===== config.mk =====
export PLATFORM = sky130hd
export DESIGN_NAME = nes_joypad_bridge
export DESIGN_NICKNAME = d
export VERILOG_FILES = /design/src/rtl/nes_joypad_bridge.sv
export SDC_FILE = /design/constraint.sdc
export NUM_CORES = 1
export LEC_CHECK = 0
export ABC_AREA = 1
export ABC_CLOCK_PERIOD_IN_PS = 1300
export BUFFER_PORTS_ARGS = -buffer_cell sky130_fd_sc_hd__buf_2
export CAP_MARGIN = 20
export CORE_MARGIN = 3
export CORE_UTILIZATION = 50
export DETAILED_ROUTE_END_ITERATION = 7
export GPL_ROUTABILITY_DRIVEN = 0
export GPL_TIMING_DRIVEN = 0
export HOLD_SLACK_MARGIN = 0.06
export PLACE_DENSITY = 0.76
export SYNTH_ARGS = -nofsm -noshare
export SYNTH_HDL_FRONTEND = slang
export SYNTH_SLANG_ARGS = --single-unit

===== constraint.sdc =====
create_clock -name clk_clk -period 1.3 [get_ports clk_clk]
set_input_delay 0.13 -clock clk_clk [delete_from_list [all_inputs] [get_ports clk_clk]]
set_output_delay 0.13 -clock clk_clk [all_outputs]
set_load 0.02 [all_outputs]

===== src/rtl/nes_joypad_bridge.sv =====
// Avalon-MM bridge that lets the NIOS publish two NES pad states and presents them
// to the NES core as a pair of 4021-style serial shift registers at $4016/$4017.
module nes_joypad_bridge #(
    parameter bit          FILL_BIT = 1'b1,
    parameter int          COUNT_W  = 16,
    parameter logic [31:0] ID_VALUE = 32'h4E455331
) (
    input  logic        clk_clk,
    input  logic        reset_reset_n,
    input  logic        slave_read,
    input  logic        slave_write,
    input  logic [1:0]  slave_address,
    input  logic [31:0] slave_writedata,
    output logic [31:0] slave_readdata,
    input  logic        nes_strobe_we,
    input  logic        nes_strobe_d,
    input  logic [1:0]  nes_rd_en,
    output logic [1:0]  nes_rd_data
);

    localparam logic [1:0] ADDR_BUTTONS = 2'd0;
    localparam logic [1:0] ADDR_CONTROL = 2'd1;
    localparam logic [1:0] ADDR_STATUS  = 2'd2;
    localparam logic [1:0] ADDR_ID      = 2'd3;

    logic [15:0]        buttons_q, buttons_d;
    logic               enable_q, enable_d;
    logic               strobe_q, strobe_d;
    logic [1:0][7:0]    shift_q, shift_d;
    logic [1:0][3:0]    idx_q, idx_d;
    logic [COUNT_W-1:0] poll_q, poll_d;
    logic [31:0]        rdata_q, rdata_d;
    logic [1:0]         nes_rd_q, nes_rd_d;

    logic        wr_buttons;
    logic        wr_control;
    logic        reload;
    logic        strobe_fall;
    logic [31:0] status;
    logic [31:0] reg_mux;

    function automatic logic [3:0] idx_inc(input logic [3:0] idx);
        return (idx >= 4'd8) ? 4'd8 : idx + 4'd1;
    endfunction

    assign wr_buttons  = slave_write && (slave_address == ADDR_BUTTONS);
    assign wr_control  = slave_write && (slave_address == ADDR_CONTROL);
    // A rising strobe write reloads on the same edge, so a coincident read
    // sees the old shift bit and its shift is discarded.
    assign reload      = strobe_q || (nes_strobe_we && nes_strobe_d);
    assign strobe_fall = strobe_q && nes_strobe_we && !nes_strobe_d;

    always_comb begin
        status                = '0;
        status[COUNT_W-1:0]   = poll_q;
        status[16]            = strobe_q;
        status[23:20]         = idx_q[0];
        status[27:24]         = idx_q[1];
    end

    always_comb begin
        reg_mux = '0;
        case (slave_address)
            ADDR_BUTTONS: reg_mux = {16'h0000, buttons_q};
            ADDR_CONTROL: reg_mux = {31'h0, enable_q};
            ADDR_STATUS:  reg_mux = status;
            ADDR_ID:      reg_mux = ID_VALUE;
            default:      reg_mux = '0;
        endcase
    end

    always_comb begin
        buttons_d = wr_buttons ? slave_writedata[15:0] : buttons_q;
        enable_d  = wr_control ? slave_writedata[0] : enable_q;
        strobe_d  = nes_strobe_we ? nes_strobe_d : strobe_q;
        rdata_d   = slave_read ? reg_mux : rdata_q;

        // clear has priority over a same-cycle strobe fall
        poll_d = poll_q;
        if (wr_control && slave_writedata[1]) begin
            poll_d = '0;
        end else if (strobe_fall) begin
            poll_d = poll_q + COUNT_W'(1);
        end
    end

    always_comb begin
        shift_d  = shift_q;
        idx_d    = idx_q;
        nes_rd_d = nes_rd_q;
        for (int i = 0; i < 2; i++) begin
            if (nes_rd_en[i]) begin
                // while strobe is held the pad reports the live A button
                nes_rd_d[i] = (strobe_q ? buttons_q[8*i] : shift_q[i][0]) & enable_q;
            end
            if (reload) begin
                shift_d[i] = buttons_q[8*i +: 8];
                idx_d[i]   = 4'd0;
            end else if (nes_rd_en[i]) begin
                shift_d[i] = {FILL_BIT, shift_q[i][7:1]};
                idx_d[i]   = idx_inc(idx_q[i]);
            end
        end
    end

    always_ff @(posedge clk_clk or negedge reset_reset_n) begin
        if (!reset_reset_n) begin
            buttons_q <= '0;
            enable_q  <= 1'b0;
            strobe_q  <= 1'b0;
            shift_q   <= '0;
            idx_q     <= '0;
            poll_q    <= '0;
            rdata_q   <= '0;
            nes_rd_q  <= '0;
        end else begin
            buttons_q <= buttons_d;
            enable_q  <= enable_d;
            strobe_q  <= strobe_d;
            shift_q   <= shift_d;
            idx_q     <= idx_d;
            poll_q    <= poll_d;
            rdata_q   <= rdata_d;
            nes_rd_q  <= nes_rd_d;
        end
    end

    assign slave_readdata = rdata_q;
    assign nes_rd_data    = nes_rd_q;

endmodule

==> results of run 1 <==
## per-layer routing
metal  share of wire  routed length [µm]
met5               0                   0
met3           0.054                 542
met1            0.42                4170
met2            0.51                5030
met4           0.020                 204
## stage by stage
step | hold WS, ns | std cells | setup TNS [ns] | instance area [µm²]
global placement | 0.364 | 608 | -50.77 | 4420
detailed placement | 0.0779 | 609 | -0.959 | 4450
floorplan | -0.166 | 455 | 0 | 4040
finish | 0.0813 | 649 | -0.122 | 5060
CTS | 0.0746 | 645 | -0.0553 | 4920
global route | 0.104 | 649 | -0.877 | 5060
## state kept, by name, summed over array words and instances (netlist names)
name / cells
strobe_q: 1
slave_readdata: 26
idx_q: 8
nes_rd_data: 2
shift_q: 16
buttons_q: 16
enable_q: 1
poll_q: 16
## critical path: stages, from the launching register on
cell and delay (ns):
dfrtp_1 0.45, ha_4 0.18, nand2_4 0.06, nor2_4 0.18, nand2_4 0.10, nor2_4 0.11
nand3_2 0.06, nand2_1 0.06, nor2_1 0.04
## power breakdown
part	internal, mW	switching (mW)	total [mW]
logic	0.540	0.732	1.27
registers	3.02	0.279	3.30
clock network	1.15	0.987	2.13
## placed cells by master (no fill, tap or decap), drive strengths merged
| cell | Yosys | final |
|---|---|---|
| o21ai | 29 | 29 |
| clkinvlp | 0 | 2 |
| o221ai | 7 | 7 |
| bufinv | 0 | 2 |
| a31oi | 6 | 6 |
| conb | 1 | 5 |
| o21bai | 2 | 2 |
| nand3 | 30 | 30 |
| buf | 19 | 78 |
| ha | 5 | 5 |
| dlygate4sd3 | 0 | 17 |
| o22ai | 3 | 3 |
| nand4 | 4 | 4 |
| mux2 | 11 | 11 |
| o211ai | 4 | 4 |
| xor2 | 2 | 2 |
| nand2 | 102 | 102 |
| nor2 | 62 | 62 |
| inv | 29 | 31 |
| a21oi | 38 | 38 |
| nor3b | 1 | 1 |
| nor3 | 4 | 4 |
| dfrtp | 86 | 86 |
| clkinv | 1 | 1 |
| clkbuf | 5 | 15 |
## worst max path at each step
stage | end | slack [ns] | depth (start not counted) | startpoint
3_3_place_gp | slave_readdata[15] | -0.59 | 1 | reset_reset_n
2_1_floorplan | poll_q[10] | 0.05 | 8 | poll_q[1]
6_report | poll_q[10] | -0.04 | 8 | poll_q[0]
3_5_place_dp | poll_q[10] | -0.19 | 8 | poll_q[1]
5_1_grt | poll_q[11] | -0.11 | 8 | poll_q[1]
4_1_cts | poll_q[12] | -0.03 | 8 | poll_q[0]
## logic make-up after synthesis
logic type | share of synthesized area
AO/OA/AOI/OAI | 0.124
XOR/XNOR | 0.00435
adder cells (fa/ha/maj) | 0.0155
buffers and inverters | 0.0690
flip-flops | 0.535
multiplexers | 0.0401
other | 0.000932
AND/OR/NAND/NOR | 0.212
## cell type report
type | count | share of cell area
flip-flops and latches | 86 | 0.426
multi-input cells | 315 | 0.346
repair buffers | 76 | 0.100
plain buffers | 24 | 0.0324
clock buffers | 10 | 0.0272
inverters | 30 | 0.0252
well taps | 102 | 0.0252
clock inverters | 6 | 0.0183
## timing repair
item / CTS / global route
hold buffers: 17 / 0
gates resized for setup: 14 / 29
setup endpoints to repair: 23 / 23
hold endpoints to repair: 44 / 0
buffers inserted: 3 / 4
pin swaps: 3 / 5
==> results.tsv, run 1 <==
stage	metric	value	unit
outcome	outcome	finished, violations left	
outcome	violations	negative setup slack	
setup_path	cp-end-kind	flop	
global_route	antenna_found_initial	0	
synthesis	synthFlopType	dfrtp_1	
clocking	clock_sinks	86	
sta	fmax	746	MHz
sta	slew_violations	0	
worst_hold_path	hold_path_class	primary input to flop	
drt	first_iter_violations	268	
final_layout	regArea	2150	µm²
global_route	grtUsageMet1	0.286	
setup_path	reg2regPathDepth	8	
placement	place_worst_setup_slack	-0.194	ns
sta	fin_crit_sh	1.03	
placement	port_buffers	51	
power	p_leak	2.47	nW
sta	rsz0062_at_grt	yes	
sta	finalSetupViolations	6	
final_layout	fill_cells	630	
clocking	root_buffer	clkbuf_8	
final_layout	antenna_cells	0	
global_route	grt_max_degree	59	
floorplanning	io_pins	76	
drt	drtAntennaViolNets	0	
floorplanning	die_h	95.7	µm
synthesis	synth_edf_count	0	
setup_path	r2r_slack	-0.04	ns
setup_path	setup.worst_path.class	flop to flop	
power	ir_drop	0.630	mV
synthesis	ys_ff_latch	86	
drt	viasPerCell	5.43	
floorplanning	die_x	95.7	µm
clocking	cts_max_path_buffers	2	
final_layout	drive_above_1_share	0.258	
sta	finalHoldViolations	0	
synthesis	seq_area_frac_synth	0.535	
global_route	grt_pass1_wl	16000	µm
global_route	grt_pass1_vias	3455	
sta	clock-skew-final	0.00957	ns
final_layout	nets	589	
synthesis	synth_top_area_share	0.535	
sta	layout_setup_ws	-0.0405	ns
setup_path	crit_required	1.54	ns
drt	dr.pass1.iters	5	
synthesis	syn_area	4030	µm²
setup_path	cp-start-kind	flop	
floorplanning	fp-row-count	32	
setup_path	r2r_end	poll_q[10]	
global_route	use_met2	0.398	
synthesis	ys_warn_count	0	
drt	drt_wl_total	9950	µm
synthesis	synth.distinct_cells	34	
setup_path	cp_max_fo	4	
setup_path	r2r_start	poll_q[0]	
drt	drc	0	
floorplanning	dieArea	9160	µm²
clocking	worstSkewPairLatency	0.35	ns
final_layout	synthToLayoutAreaGrowth	25.7	%
clocking	cts_htree_levels	3	
global_route	grt_use_total	0.228	
drt	vias	3524	
synthesis	avgSynthCellArea	8.92	µm²
setup_path	critical_path_arrival	1.58	ns
synthesis	synthTopCellsByArea	dfrtp_1 (53%), nand2_1 (9.1%), nor2_1 (5.7%)	
final_layout	multi_input_area	1750	µm²
synthesis	yosysTopAreaCell	dfrtp_1	
sta	worst_slew_pin_slew	0.607	ns
synthesis	synth.most_common_cell	nand2_1	
flow_run	cap_violations	0	
power	power.total	6.70	mW
clocking	cts_buffers	9	
placement	dpl.hpwl	7030	µm
clocking	path_clk_slew	0.09	ns
global_route	globalRouteMet3Util	0.0297	
final_layout	fin_util	0.651	
drt	wl_per_cell	15.3	µm
floorplanning	coreArea	7770	µm²
clocking	cts_tree	done	
worst_hold_path	holdPathStages	3	
global_route	busiest_layer	met2	
sta	period_needed	1.34	ns
synthesis	ys_top_cells_by_count	nand2_1 (98), dfrtp_1 (86), nor2_1 (61)	
power	p_per_area	1320	nW/µm²
synthesis	async_flop_share	1.00	
worst_hold_path	worst_hold_path.endpoint	enable_q	
floorplanning	start_util	0.518	
global_route	overflow	0	
sta	relSlewSlack	0.595	
synthesis	syn-instance-count	451	
worst_hold_path	hp-start	slave_writedata[0]	
Power figures use the tool's default switching activity.
==> run 2, diff against run 1 <==
--- a/config.mk
+++ b/config.mk
@@ -15,7 +15,7 @@
 export GPL_ROUTABILITY_DRIVEN = 0
 export GPL_TIMING_DRIVEN = 0
 export HOLD_SLACK_MARGIN = 0.06
-export PLACE_DENSITY = 0.76
+export PLACE_DENSITY = 0.82
 export SYNTH_ARGS = -nofsm -noshare
 export SYNTH_HDL_FRONTEND = slang
 export SYNTH_SLANG_ARGS = --single-unit
==> run 2 against run 1 <==
Worst hold slack improved by 0.0015 ns. Cell area rose by 1.4%. Clock power rose by 7%. Routed wire length rose by 6.9%. Highest routed layer unchanged. Global-route usage rose by 1.7 points. Final cell count rose by 0.77%. Largest cell class unchanged. The flow still finishes with violations (negative setup slack). Register-to-register slack got worse by 0.07 ns.
==> results.tsv, run 2 (same netlist as run 1, synthesis figures left out) <==
stage	metric	value	unit
outcome	outcome	finished, violations left	
outcome	violations	negative setup slack	
floorplanning	die_x	95.7	µm
flow_run	cap_violations	0	
drt	vias	3631	
power	p_per_area	1340	nW/µm²
power	ir_drop	0.662	mV
final_layout	final_common_cell	nand2_1	
sta	rsz0062_at_grt	yes	
clocking	root_buffer	clkbuf_8	
clocking	cts_htree_levels	3	
sta	period_needed	1.41	ns
global_route	grt_pass1_wl	17000	µm
power	power.total	6.89	mW
final_layout	final_cell_mix	nand2_1 (94), dfrtp_1 (85), buf_2 (57)	
sta	worst_slew_pin_slew	0.632	ns
final_layout	final_cell_area	5130	µm²
worst_hold_path	hold_path_class	primary input to flop	
sta	fmax	711	MHz
placement	post_dp_cell_area	4450	µm²
floorplanning	start_util	0.518	
sta	clock-skew-final	0.00755	ns
sta	finalSetupViolations	4	
drt	drt_wl_total	10600	µm
setup_path	setup.worst_path.class	flop to flop	
drt	drtAntennaViolNets	0	
final_layout	multi_input_area	1740	µm²
clocking	path_clk_slew	0.08	ns
sta	layout_setup_ws	-0.106	ns
floorplanning	die_h	95.7	µm
final_layout	fill_cells	616	
placement	port_buffers	51	
placement	dpl.hpwl	7080	µm
drt	viasPerCell	5.55	
drt	dr.pass1.iters	7	
final_layout	antenna_cells	0	
clocking	worstSkewPairLatency	0.37	ns
final_layout	drive_above_1_share	0.259	
setup_path	cp-start-kind	flop	
clocking	cts_tree	done	
setup_path	reg2regPathDepth	7	
placement	place_worst_setup_slack	-0.153	ns
sta	fin_crit_sh	1.08	
sta	relSlewSlack	0.579	
drt	wl_per_cell	16.3	µm
clocking	cts_buffers	9	
final_layout	largest_reg_flops	26	
drt	drc	0	
setup_path	cp_max_fo	4	
clocking	clock_sinks	86	
global_route	grt_max_degree	74	
final_layout	regArea	2150	µm²
floorplanning	dieArea	9160	µm²
final_layout	nets	595	
worst_hold_path	holdPathStages	3	
global_route	antenna_found_initial	0	
sta	slew_violations	0	
floorplanning	coreArea	7770	µm²
global_route	grt_pass1_vias	3623	
floorplanning	io_pins	76	
final_layout	synthToLayoutAreaGrowth	27.5	%
clocking	cts_max_path_buffers	2	
global_route	grt_use_total	0.246	
drt	first_iter_violations	247	
power	p_leak	2.51	nW
setup_path	crit_required	1.60	ns
setup_path	critical_path_arrival	1.70	ns
sta	finalHoldViolations	0	
floorplanning	fp-row-count	32	
setup_path	cp-end-kind	flop	
global_route	overflow	0	
-- run 2: changes by cell type in the layout (fill, tap and decap cells not counted), sizes merged --
cell / before / now
buf: 78 / 82
bufinv: 2 / 3
clkbuf: 15 / 17
clkinv: 1 / 2
clkinvlp: 2 / 0
dlygate4sd3: 17 / 18
inv: 31 / 29
-- run 2: layout make-up --
type	count	share of cell area
inverter	30	0.0258
tap	102	0.0249
buffer	24	0.0337
multi-input combinational	315	0.339
sequential	86	0.420
clock inverter	4	0.0185
clock buffer	11	0.0276
timing repair buffer	82	0.111
-- run 2: power breakdown --
| part | internal [mW] | total [mW] | leakage, nW | switching (mW) |
|---|---|---|---|---|
| Combinational | 0.570 | 1.34 | 1.31 | 0.767 |
| Clock | 1.32 | 2.27 | 0.119 | 0.951 |
| Sequential | 3.02 | 3.29 | 1.08 | 0.269 |
| Total | 4.90 | 6.89 | 2.51 | 1.99 |
-- run 2: layer usage --
metal / GRT usage / vias to the layer above / share of wire
li1: - / 1682 / -
met1: 0.308 / 1759 / 0.39
met2: 0.406 / 150 / 0.50
met3: 0.0305 / 40 / 0.061
met4: 0.148 / 0 / 0.045
met5: 0 / - / 0
-- run 2: worst paths after layout --
path / from / to / slack, ns
max in group asynchronous: reset_reset_n / idx_q[7] / 0.52
setup reg to reg: poll_q[1] / poll_q[8] / -0.11
hold reg to reg: slave_readdata[2] / slave_readdata[2] / 0.48
hold / removal: slave_address[0] / slave_readdata[25] / 0.08
setup / recovery: poll_q[1] / poll_q[8] / -0.11
min in group asynchronous: reset_reset_n / slave_readdata[27] / 0.15
-- run 2: per-stage QoR --
step | setup TNS, ns | hold slack (ns) | util | cells
2_1_floorplan | 0 | -0.166 | - | 455
3_3_place_gp | -50.34 | 0.364 | 0.569 | 608
3_5_place_dp | -1.13 | 0.000878 | 0.573 | 609
4_1_cts | -0.00576 | 0.0835 | 0.636 | 648
5_1_grt | -0.987 | 0.108 | 0.661 | 654
6_report | -0.192 | 0.0828 | 0.661 | 654
-- run 2: critical path, cell delays in order, from the launching register on --
cell and delay [ns]:
dfrtp_1 0.37, ha_2 0.21, nand2_2 0.07, nor2_4 0.19, nand2_4 0.11, o21bai_1 0.16
nand2_1 0.10, nor2_1 0.12
-- run 2: repair_timing --
action	4_1_cts	5_1_grt
endpoints found under the hold margin	104	0
setup endpoints to repair	25	30
buffers inserted	6	4
pin swaps	0	6
gates resized for setup	7	40
hold buffers	18	0
gates cloned	0	2
